==> src/rtl/rob_rollback_ctrl.sv <==
// rob_rollback_ctrl
//   Branch-misprediction recovery sequencer for the 2-way R10K pipeline.
//   On a mispredict it walks the squashed ROB entries youngest-first, two per
//   cycle. For each entry it returns tag to the free list and restores the map
//   table to tagOld. It then strobes the ROB tail back to the recovery tail.
//   rb_busy holds dispatch off while a recovery is in flight.
//
// Ports
//   clk, reset                  clock / async active-low reset
//   br_fub_pred_wrong           mispredict report
//   bs_recov_rob_tail           last surviving ROB entry (the branch)
//   rob_head, rob_tail          current ROB head / youngest occupied entry
//   rb_rd_idx[1:0]              ROB read indices (slot 0 younger)
//   rob_rd_tag/tagOld/areg      combinational ROB read data for rb_rd_idx
//   rb_free_en/tag              free-list return, per slot
//   rb_map_en/areg/tag          map-table restore, per slot (slot 1 wins)
//   rb_set_tail, rb_new_tail    one-cycle ROB tail rewrite
//   rb_busy, rb_done            recovery in progress / completion strobe
//
// Optional feature macro: RB_STATS_EN
//   Adds rb_nRecoveries / rb_nSquashed 16-bit wrapping counters.

module rob_rollback_ctrl #(
  parameter int ROB_SIZE = 32,
  parameter int PTR_W    = 5,
  parameter int PREG_W   = 6,
  parameter int AREG_W   = 5
) (
  input  logic                         clk,
  input  logic                         reset,
  input  logic                         br_fub_pred_wrong,
  input  logic [PTR_W-1:0]             bs_recov_rob_tail,
  input  logic [PTR_W-1:0]             rob_head,
  input  logic [PTR_W-1:0]             rob_tail,
  output logic [1:0][PTR_W-1:0]        rb_rd_idx,
  input  logic [1:0][PREG_W-1:0]       rob_rd_tag,
  input  logic [1:0][PREG_W-1:0]       rob_rd_tagOld,
  input  logic [1:0][AREG_W-1:0]       rob_rd_areg,
  output logic [1:0]                   rb_free_en,
  output logic [1:0][PREG_W-1:0]       rb_free_tag,
  output logic [1:0]                   rb_map_en,
  output logic [1:0][AREG_W-1:0]       rb_map_areg,
  output logic [1:0][PREG_W-1:0]       rb_map_tag,
  output logic                         rb_set_tail,
  output logic [PTR_W-1:0]             rb_new_tail,
  output logic                         rb_busy,
`ifdef RB_STATS_EN
  output logic [15:0]                  rb_nRecoveries,
  output logic [15:0]                  rb_nSquashed,
`endif
  output logic                         rb_done
);

  localparam logic [PTR_W-1:0] PTR_MASK = PTR_W'(ROB_SIZE - 1);

  typedef enum logic [1:0] {IDLE, WALK, FIN} state_e;

  state_e             state_q, state_d;
  logic [PTR_W-1:0]   cursor_q, cursor_d;
  logic [PTR_W-1:0]   target_q, target_d;
  logic [PTR_W:0]     remaining_q, remaining_d;
  logic [1:0]         n_sq;
  logic               walk;
  logic [PTR_W-1:0]   new_dist, tgt_dist;
  logic               older;

  assign walk = (state_q == WALK);

  // Entries squashed this cycle: min(2, remaining) while walking.
  always_comb begin
    n_sq = 2'd0;
    if (walk) n_sq = (remaining_q >= (PTR_W+1)'(2)) ? 2'd2 : remaining_q[1:0];
  end

  // Age relative to head decides whether a nested mispredict is older.
  assign new_dist = (bs_recov_rob_tail - rob_head) & PTR_MASK;
  assign tgt_dist = (target_q - rob_head) & PTR_MASK;
  assign older    = br_fub_pred_wrong && (new_dist < tgt_dist);

  always_comb begin
    state_d     = state_q;
    cursor_d    = cursor_q;
    target_d    = target_q;
    remaining_d = remaining_q;
    unique case (state_q)
      IDLE: if (br_fub_pred_wrong) begin
        cursor_d    = rob_tail;
        target_d    = bs_recov_rob_tail;
        remaining_d = {1'b0, (rob_tail - bs_recov_rob_tail) & PTR_MASK};
        state_d     = (remaining_d == '0) ? FIN : WALK;
      end
      WALK: begin
        cursor_d    = cursor_q - PTR_W'(n_sq);
        remaining_d = remaining_q - (PTR_W+1)'(n_sq);
        state_d     = (remaining_d == '0) ? FIN : WALK;
      end
      FIN:     state_d = IDLE;
      default: state_d = IDLE;
    endcase
    // Older nested mispredict: extend the walk down to the new branch; the
    // slots freed this cycle still count, so subtract them from the distance.
    if (state_q != IDLE && older) begin
      target_d    = bs_recov_rob_tail;
      remaining_d = {1'b0, (cursor_q - bs_recov_rob_tail) & PTR_MASK} - (PTR_W+1)'(n_sq);
      state_d     = (remaining_d == '0) ? FIN : WALK;
    end
  end

  always_ff @(posedge clk or negedge reset) begin
    if (!reset) begin
      state_q     <= IDLE;
      cursor_q    <= '0;
      target_q    <= '0;
      remaining_q <= '0;
    end else begin
      state_q     <= state_d;
      cursor_q    <= cursor_d;
      target_q    <= target_d;
      remaining_q <= remaining_d;
    end
  end

  assign rb_rd_idx[0] = walk ? cursor_q : '0;
  assign rb_rd_idx[1] = walk ? ((cursor_q - PTR_W'(1)) & PTR_MASK) : '0;

  for (genvar i = 0; i < 2; i++) begin : g_lane
    logic act;
    assign act            = (i == 0) ? (n_sq != 2'd0) : (n_sq == 2'd2);
    assign rb_free_en[i]  = act;
    assign rb_free_tag[i] = act ? rob_rd_tag[i]    : '0;
    assign rb_map_en[i]   = act;
    assign rb_map_areg[i] = act ? rob_rd_areg[i]   : '0;
    assign rb_map_tag[i]  = act ? rob_rd_tagOld[i] : '0;
  end

  assign rb_busy     = (state_q != IDLE);
  assign rb_set_tail = (state_q == FIN);
  assign rb_done     = (state_q == FIN);
  assign rb_new_tail = (state_q == FIN) ? target_q : '0;

`ifdef RB_STATS_EN
  always_ff @(posedge clk or negedge reset) begin
    if (!reset) begin
      rb_nRecoveries <= '0;
      rb_nSquashed   <= '0;
    end else begin
      if (rb_done) rb_nRecoveries <= rb_nRecoveries + 16'd1;
      rb_nSquashed <= rb_nSquashed + 16'(rb_free_en[0]) + 16'(rb_free_en[1]);
    end
  end
`endif

endmodule

==> config.mk <==
export PLATFORM = sky130hd
export DESIGN_NAME = rob_rollback_ctrl
export DESIGN_NICKNAME = d
export VERILOG_FILES = /design/src/rtl/rob_rollback_ctrl.sv
export SDC_FILE = /design/constraint.sdc
export NUM_CORES = 1
export LEC_CHECK = 0
export CORE_ASPECT_RATIO = 0.6
export CORE_MARGIN = 2
export CORE_UTILIZATION = 40
export DETAILED_ROUTE_END_ITERATION = 16
export PLACE_DENSITY = 0.78
export SYNTH_ARGS = -nofsm -noshare
export SYNTH_HDL_FRONTEND = slang
export SYNTH_SLANG_ARGS = --single-unit
==> constraint.sdc <==
create_clock -name clk -period 7.1 [get_ports clk]
set_clock_uncertainty 0.05 [all_clocks]
set_input_delay 0.71 -clock clk [delete_from_list [all_inputs] [get_ports clk]]
set_output_delay 0.71 -clock clk [all_outputs]
set_load 0.005 [all_outputs]
==> results of run 1 <==
==> layout make-up <==
class                           count  area [µm²]
Fill cell                         490        2130
Multi-Input combinational cell    243        1750
Timing Repair Buffer              108        1080
Sequential cell                    18         450
Tap cell                           80         100
Inverter                           24        90.1
Clock buffer                        4        55.1
==> power groups by stage <==
stage	combinational (µW)	sequential, µW	clock (µW)
after floorplan	840	191	0
after global placement	1280	231	0
after detailed placement	1300	232	0
after CTS	1310	231	90.2
after global routing	1450	243	94.7
final	1320	233	89.2
==> sequential cells by signal, summed over array words and instances, names as in the netlist <==
name	count
target_q	5
state_q	2
cursor_q	5
remaining_q	6
==> metal layers <==
metal  global-route usage [%]  vias to the layer above  share of wire [%]
met4                     2.14                        0               0.61
met3                     5.11                        8                7.8
met5                        0                        -                  0
met2                     31.1                       89                 40
met1                     36.4                     1122                 52
li1                         -                     1222                  -
==> cell families after synthesis <==
| logic type | synth area share (%) |
|---|---|
| adder cells (fa/ha/maj) | 19.8 |
| multiplexers | 0.897 |
| buffers and inverters | 7.38 |
| XOR/XNOR | 9.60 |
| flip-flops | 19.0 |
| AND/OR/NAND/NOR | 26.6 |
| AO/OA/AOI/OAI | 16.7 |
==> worst paths after layout <==
| kind | start | end | depth (start not counted) |
|---|---|---|---|
| hold / removal | target_q[2] | target_q[2] | 2 |
| setup / recovery | bs_recov_rob_tail[0] | target_q[4] | 14 |
| setup reg to reg | state_q[0] | state_q[1] | 10 |
| hold reg to reg | target_q[2] | target_q[2] | 2 |
| max in group asynchronous | reset | target_q[2] | 1 |
| min in group asynchronous | reset | target_q[1] | 1 |
==> synth_stat cells (2+ instances only) <==
cell type                  number  area share, %
sky130_fd_sc_hd__fa_1           6            5.1
sky130_fd_sc_hd__nand2b_1       2           0.53
sky130_fd_sc_hd__dfrtp_1       18             19
sky130_fd_sc_hd__inv_1         24            3.8
sky130_fd_sc_hd__xnor2_1       18            6.6
sky130_fd_sc_hd__o22a_1         2           0.74
sky130_fd_sc_hd__or3_1          5            1.3
sky130_fd_sc_hd__buf_4          5            1.6
sky130_fd_sc_hd__buf_2          2           0.42
sky130_fd_sc_hd__nand2_1       26            4.1
sky130_fd_sc_hd__a22oi_1        2           0.63
sky130_fd_sc_hd__o21ai_0       14            3.0
sky130_fd_sc_hd__a21o_1         7            2.2
sky130_fd_sc_hd__a211oi_1       2           0.63
sky130_fd_sc_hd__nand3_1        4           0.84
sky130_fd_sc_hd__xor2_1         8            3.0
sky130_fd_sc_hd__nor2_1        27            4.3
sky130_fd_sc_hd__o211ai_1       3           0.95
sky130_fd_sc_hd__ha_1          28             15
sky130_fd_sc_hd__nor2b_1        4            1.1
sky130_fd_sc_hd__and2_1        26            6.9
sky130_fd_sc_hd__clkbuf_1      10            1.6
sky130_fd_sc_hd__a21oi_1       13            2.7
sky130_fd_sc_hd__nor3_1         7            1.5
sky130_fd_sc_hd__and3_1        18            4.7
==> per-stage QoR <==
| stage | total power (µW) | utilization, % | hold WS [ns] |
|---|---|---|---|
| after global placement | 1510 | 61.4 | 0.448 |
| after CTS | 1630 | 62.3 | 0.474 |
| final | 1640 | 62.3 | 0.466 |
| after floorplan | 1030 | - | 0.364 |
| after detailed placement | 1530 | 61.4 | 0.454 |
| after global routing | 1790 | 62.3 | 0.523 |
==> placed cells by master (no fill, tap or decap), drive strengths merged, types with 5 or more instances in the layout <==
cell type	n
nor3	7
xnor2	18
and3	18
a21o	7
a21oi	14
or3	5
xor2	8
nor2	27
ha	28
inv	24
o21ai	14
dfrtp	18
and2	26
nand2	26
clkdlybuf4s50	107
fa	6
==> worst max-delay path, cell delays in order <==
cell and delay [ns]:
sky130_fd_sc_hd__clkdlybuf4s50_1 0.46, sky130_fd_sc_hd__inv_1 0.12, sky130_fd_sc_hd__ha_1 0.15, sky130_fd_sc_hd__inv_1 0.06
sky130_fd_sc_hd__fa_1 0.40, sky130_fd_sc_hd__a21o_1 0.17, sky130_fd_sc_hd__a21oi_1 0.16, sky130_fd_sc_hd__xnor2_1 0.09
sky130_fd_sc_hd__ha_1 0.34, sky130_fd_sc_hd__nand2_1 0.09, sky130_fd_sc_hd__nand3b_1 0.11, sky130_fd_sc_hd__a311oi_2 0.57
sky130_fd_sc_hd__nor2_1 0.28, sky130_fd_sc_hd__mux2_2 0.34
==> tab_implementation.tex, run 1 <==
\begin{tabular}{lr}
\hline
Metric & Value \\
\hline
\multicolumn{2}{l}{\textbf{Status}} \\
Run status & finished, final reports clean \\
\multicolumn{2}{l}{\textbf{Route}} \\
Initial DRT Pass Iterations & 4 \\
Sum of routed wire length over all layers & approximately 7000 µm \\
Number of remaining DRC errors & 0 \\
Total number of vias & approximately 2400 \\
DRC violation total after the first TritonRoute iteration & approximately 160 \\
Detail-routed via count per cell & roughly 5.1 \\
Number of antenna-violating nets in the routed design & 0 \\
Drt wl/cell & 15.1 µm \\
\multicolumn{2}{l}{\textbf{Timing}} \\
Setup repair after global routing missed its margin & no \\
Total negative slack for setup checks & 0 ns \\
Final hold violations & 0 \\
Fin crit period & about 3.9 ns \\
Final worst-path cycle share & between 50\% and 60\% \\
Headroom to the max-slew limit & approximately a third \\
Max Clk Rate & $\sim$250 MHz \\
Final setup violation count & 0 \\
Slew at the pin with the worst max-slew slack & 1.03 ns \\
Final count of pins violating max slew & 0 \\
Final setup slack of the worst path & about 3.2 ns \\
\multicolumn{2}{l}{\textbf{Floorplan}} \\
Die Outline Area & approximately 6600 µm² \\
Count of pins on the block boundary & between 100 and 150 \\
Die Y & roughly 64 µm \\
Core Rows & 21 \\
Core Box Area & 5650 µm² \\
Die width & approximately 100 µm \\
Effective utilization at floorplan & approximately two fifths \\
\multicolumn{2}{l}{\textbf{Yosys}} \\
Portion of the post-synthesis area used by sequential elements & a little under a fifth \\
Count of state elements after synthesis & 18 \\
Average cell area after synthesis & just under 8 µm² \\
Post-synthesis instance area & approximately 2400 µm² \\
Async set or reset register ratio after synthesis & between 90\% and 100\% \\
Net count after synthesis & between 300 and 400 \\
Post-Syn Instances & roughly 300 \\
Count of different cell masters after synthesis & 46 \\
Number of synthesis warnings & 0 \\
Post-synth EDFFs & 0 \\
Primary FF master, synth & sky130\_fd\_sc\_hd\_\_dfrtp\_1 \\
\multicolumn{2}{l}{\textbf{Placement}} \\
Post-detail-place hpwl & $\sim$6000 µm \\
I/O Buffers & approximately 110 \\
Inst Count DP & between 400 and 500 \\
Worst setup slack before clock tree synthesis & around 3.0 ns \\
RePlAce Congestion & around 0.88 \\
Instance area after placement & $\sim$3500 µm² \\
\multicolumn{2}{l}{\textbf{Power and ir drop}} \\
Net switching component of the power & between 700 and 800 µW \\
Internal Power & 888 µW \\
Leak Pwr & about 0.0016 µW \\
Share of power burned in registers & 14.3\% \\
Max VDD drop & 324 µV \\
Ratio of total power to cell area & between 400 and 500 nW/µm² \\
Logic gate share of total power & 80.3\% \\
Net Sw Frac & around 46\% \\
Portion of total power attributed to the clock network & 5.4\% \\
\multicolumn{2}{l}{\textbf{Critical path}} \\
Worst Setup Path Type & primary input to register \\
Arr. time, crit path & 4.04 ns \\
FF-to-FF setup slack & between 3 and 4 ns \\
Type of element capturing the critical path & register \\
Req. time, crit path & 7.20 ns \\
Startpoint kind of the worst setup timing path & primary input \\
Maximum fanout encountered on the critical timing path & 9 \\
\multicolumn{2}{l}{\textbf{Clock network}} \\
\# hold bufs at CTS & 0 \\
Clock buffer depth & 2 \\
Source-to-sink clock delay at the later pin of the worst-skew pair & roughly 0.26 ns \\
Post-CTS setup buffer count & 0 \\
Number of resized instances in the post-cts repair step & 0 \\
Clock transition at the registers of the reported paths & around 0.08 ns \\
Maximum level of the CTS H-tree & 1 \\
Clock sinks & 18 \\
Root Driver & sky130\_fd\_sc\_hd\_\_clkbuf\_8 \\
Cts bufs inserted & 3 \\
TritonCTS clock tree & yes \\
\multicolumn{2}{l}{\textbf{Global routing}} \\
Gr ovfl total & 0 \\
First-pass GRT wire length & around 12000 µm \\
Via count of the first global-routing pass & 2294 \\
Pin count of the biggest net entering global routing & 22 \\
Initial antenna violation count & 0 \\
Overall track demand over capacity in global routing & 22.6\% \\
\multicolumn{2}{l}{\textbf{Final layout}} \\
ANT cells & 0 \\
Final standard cell area without fillers & between 3000 and 4000 µm² \\
Final net count & about 480 \\
Post-route insts no fill & 477 \\
Share of cells above drive strength 1 & 2.77\% \\
Relative area change from synthesis to final layout & 48.4\% \\
\multicolumn{2}{l}{\textbf{Worst hold path}} \\
Class of the tightest hold or removal check & register to register \\
\multicolumn{2}{l}{\textbf{Run}} \\
Count of max-cap constraint violations & 0 \\
\hline
\end{tabular}
No activity file was read; power rests on OpenSTA's default activity.
==> inputs of run 2 (changes only) <==
- CORE_UTILIZATION: 40 -> 39
- PLACE_DENSITY: 0.78 -> 0.79
- clock period: 7.1 -> 3.4 ns (I/O delays scaled with it)
==> run 2 against run 1 <==
Critical path depth down 1. Critical endpoint is now state_q[0]. Die area up 2.4%. Clock power up 110%. Core utilization is 1.5 points higher. First-iteration DRC count up 37%. Non-clock buffer count rose by 17. Sequential power rose by 86%. Global-route usage grew 0.45 points. Clock-buffer cell count stayed put. Largest power group unchanged. Cell area increased by 3.9%.
==> tab_implementation.tex, run 2 (synthesis gave the netlist of run 1 again) <==
\begin{tabular}{lr}
\hline
Metric & Value \\
\hline
\multicolumn{2}{l}{\textbf{Route}} \\
Sum of routed wire length over all layers & 7720 µm (+7.4\%) \\
Total number of vias & 2575 (+5.5\%) \\
DRC violation total after the first TritonRoute iteration & 225 (+37\%) \\
Drt wl/cell & 15.6 µm (+3.7\%) \\
Number of remaining DRC errors & 0 (unchanged) \\
Number of antenna-violating nets in the routed design & 0 (unchanged) \\
Detail-routed via count per cell & 5.21 (+1.9\%) \\
Initial DRT Pass Iterations & 4 (unchanged) \\
\multicolumn{2}{l}{\textbf{Critical path}} \\
Depth of the critical timing path with buffers and inverters included & 13 (-1) \\
Req. time, crit path & 3.50 ns (-3.70 ns) \\
Worst path cell trace & clkdlybuf4s50\_1 -> ha\_1 -> inv\_1 -> fa\_1 -> a21o\_1 -> a21oi\_2 -> xnor2\_1 -> ha\_1 -> nand2\_1 -> nand3b\_1 -> a311o\_1 -> or3\_1 -> o221a\_2 \\
Dominant delay contributor by cell family on the critical path & adder cells \\
Delay contributed by the slowest stage of the critical path & 0.50 ns (-0.07 ns) \\
Worst Setup Path Type & primary input to register \\
Maximum fanout encountered on the critical timing path & 4 (-5) \\
Cell repeated most along the worst path & sky130\_fd\_sc\_hd\_\_ha\_1 \\
Type of element capturing the critical path & register \\
Depth of the worst register-to-register path & 11 (+1) \\
Arr. time, crit path & 3.39 ns (-0.65 ns) \\
Startpoint kind of the worst setup timing path & primary input \\
CP Buf/Inv Count & 2 (-1) \\
Cell at the slowest stage of the critical path & sky130\_fd\_sc\_hd\_\_clkdlybuf4s50\_1 \\
\multicolumn{2}{l}{\textbf{Timing}} \\
Fin crit period & 3.29 ns \\
Total negative slack for setup checks & 0 ns (unchanged) \\
Max Clk Rate & between 300 and 400 MHz \\
Slew at the pin with the worst max-slew slack & 0.974 ns (-0.0552 ns) \\
Final setup violation count & 0 (unchanged) \\
Final count of pins violating max slew & 0 (unchanged) \\
Final hold violations & 0 (unchanged) \\
Headroom to the max-slew limit & 35.1\% (+3.7 points) \\
Final worst-path cycle share & 96.7\% \\
\multicolumn{2}{l}{\textbf{Floorplan}} \\
Core Box Area & 5730 µm² (+1.4\%) \\
Effective utilization at floorplan & 41.4\% (-0.58 points) \\
Count of pins on the block boundary & 108 (unchanged) \\
Die width & 105 µm (+1.2\%) \\
Die Y & 64.4 µm (+1.2\%) \\
Die Outline Area & 6740 µm² (+2.4\%) \\
Core Rows & 21 (unchanged) \\
\multicolumn{2}{l}{\textbf{Power and ir drop}} \\
Ratio of total power to cell area & 991 nW/µm² (+110\%) \\
Leak Pwr & 0.00164 µW (+5.4\%) \\
Logic gate share of total power & 83.0\% (+2.7 points) \\
Internal Power & 1990 µW (+120\%) \\
Overall power consumption & 3630 µW (+120\%) \\
Share of power burned in registers & 12.0\% (-2.3 points) \\
Net Sw Frac & 45.1\% (-0.70 points) \\
Portion of total power attributed to the clock network & 5.1\% (-0.3 points) \\
Max VDD drop & 555 µV (+71\%) \\
Net switching component of the power & 1630 µW (+120\%) \\
\multicolumn{2}{l}{\textbf{Global routing}} \\
Gr ovfl total & 0 (unchanged) \\
Met2 track utilization from global routing & 37.7\% (+6.5 points) \\
Met1 Use GR & 32.6\% (-3.8 points) \\
Via count of the first global-routing pass & 2519 (+9.8\%) \\
Pin count of the biggest net entering global routing & 20 (-9.1\%) \\
First-pass GRT wire length & 12700 µm (+9.0\%) \\
Overall track demand over capacity in global routing & 23.1\% (+0.45 points) \\
Most heavily used metal layer in global routing & met2 \\
Met3 Resource Use GR & 5.13\% (+0.025 points) \\
Initial antenna violation count & 0 (unchanged) \\
\multicolumn{2}{l}{\textbf{Clock network}} \\
Clock sinks & 18 (unchanged) \\
TritonCTS clock tree & yes \\
Cts bufs inserted & 3 (unchanged) \\
\# hold bufs at CTS & 0 (unchanged) \\
Root Driver & sky130\_fd\_sc\_hd\_\_clkbuf\_8 \\
Clock buffer depth & 2 (unchanged) \\
Maximum level of the CTS H-tree & 1 (unchanged) \\
Source-to-sink clock delay at the later pin of the worst-skew pair & 0.26 ns (about the same) \\
Clock transition at the registers of the reported paths & 0.08 ns (about the same) \\
\multicolumn{2}{l}{\textbf{Final layout}} \\
Commonest non-fill, non-tap cells in the layout & 107 x sky130\_fd\_sc\_hd\_\_clkdlybuf4s50\_1, 28 x sky130\_fd\_sc\_hd\_\_ha\_1, 26 x sky130\_fd\_sc\_hd\_\_nor2\_1, 26 x sky130\_fd\_sc\_hd\_\_and2\_1, 26 x sky130\_fd\_sc\_hd\_\_nand2\_1 \\
Register containing the most flip-flops in the final layout & remaining\_q \\
Share of cells above drive strength 1 & 7.49\% (+4.7 points) \\
Commonest non-fill, non-tap cell in the layout & sky130\_fd\_sc\_hd\_\_clkdlybuf4s50\_1 \\
Largest registers ranked by flip-flop count & remaining\_q x6, cursor\_q x5, target\_q x5 \\
Post-route insts no fill & 494 (+3.6\%) \\
Total area of sequential cells & 450 µm² (unchanged) \\
Area of the multi-input gates & 1760 µm² (+0.57\%) \\
Flip-flop count of the largest register, all copies and words added & 6 (unchanged) \\
Final net count & 501 (+3.5\%) \\
Relative area change from synthesis to final layout & 54.2\% \\
ANT cells & 0 (unchanged) \\
Number of inserted filler cells in the final layout & 480 (-2.0\%) \\
\multicolumn{2}{l}{\textbf{Run}} \\
Count of max-cap constraint violations & 0 (unchanged) \\
\multicolumn{2}{l}{\textbf{Placement}} \\
RePlAce Congestion & 0.888 (+1.2\%) \\
Post-detail-place hpwl & 6480 µm (+8.1\%) \\
I/O Buffers & 107 (unchanged) \\
Inst Count DP & 488 (+3.2\%) \\
\multicolumn{2}{l}{\textbf{Status}} \\
Run status & finished, final reports clean \\
\multicolumn{2}{l}{\textbf{Worst hold path}} \\
Class of the tightest hold or removal check & register to register \\
Cell count of the worst hold path & 2 (unchanged) \\
\hline
\end{tabular}
run 2: cell count changes in the layout (fill, tap and decap cells not counted), sizes merged:
cell  previous run  this run
buf              1        18
run 2: worst paths after layout:
path | from | to | slack (ns)
max | rob_head[0] | state_q[0] | 0.11
min | target_q[2] | target_q[2] | 0.49
max reg2reg | remaining_q[4] | state_q[1] | 0.22
min reg2reg | target_q[2] | target_q[2] | 0.49
max in group asynchronous | reset | remaining_q[1] | 2.20
min in group asynchronous | reset | target_q[2] | 0.54
run 2: timing repair:
item,in CTS,in global routing
endpoints found under the setup margin,0,10
resized for setup,0,4
buffers inserted,0,2
run 2: metrics by stage:
step           utilization [%]  hold slack, ns  worst slack [ns]  area, µm²
4_1_cts                   63.4           0.484            0.0823       3630
3_5_place_dp              62.5           0.467            -0.191       3580
5_1_grt                   63.9           0.535           -0.0152       3660
2_1_floorplan                -        -0.00559             0.198       2370
6_report                  63.9           0.494             0.113       3660
3_3_place_gp              62.5           0.453          0.000175       3580
run 2: worst min-delay path, stage by stage, from the launching register on:
cell and delay [ns]:
sky130_fd_sc_hd__dfrtp_1 0.38, sky130_fd_sc_hd__nand2_1 0.06, sky130_fd_sc_hd__o21ai_0 0.07
run 2: final cells by class:
type	count	area share, %
Multi-Input combinational cell	243	48.0
Inverter	24	2.46
Tap cell	80	2.74
Timing Repair Buffer	125	33.0
Clock buffer	4	1.50
Sequential cell	18	12.3
run 2: power groups by stage:
| stage | sequential (µW) | combinational [µW] | clock, µW |
|---|---|---|---|
| final | 434 | 3010 | 184 |
| after global routing | 451 | 3320 | 198 |
| after CTS | 433 | 2950 | 186 |
| after detailed placement | 438 | 2940 | 0 |
| after global placement | 434 | 2860 | 0 |
| after floorplan | 399 | 1750 | 0 |
run 2: metal layers:
layer / routed length (µm) / part of all wire (%) / up-vias
met5: 0 / 0 / -
met4: 39 / 0.51 / 0
met3: 616 / 8.0 / 4
met2: 3420 / 44 / 108
met1: 3640 / 47 / 1216
li1: - / - / 1247
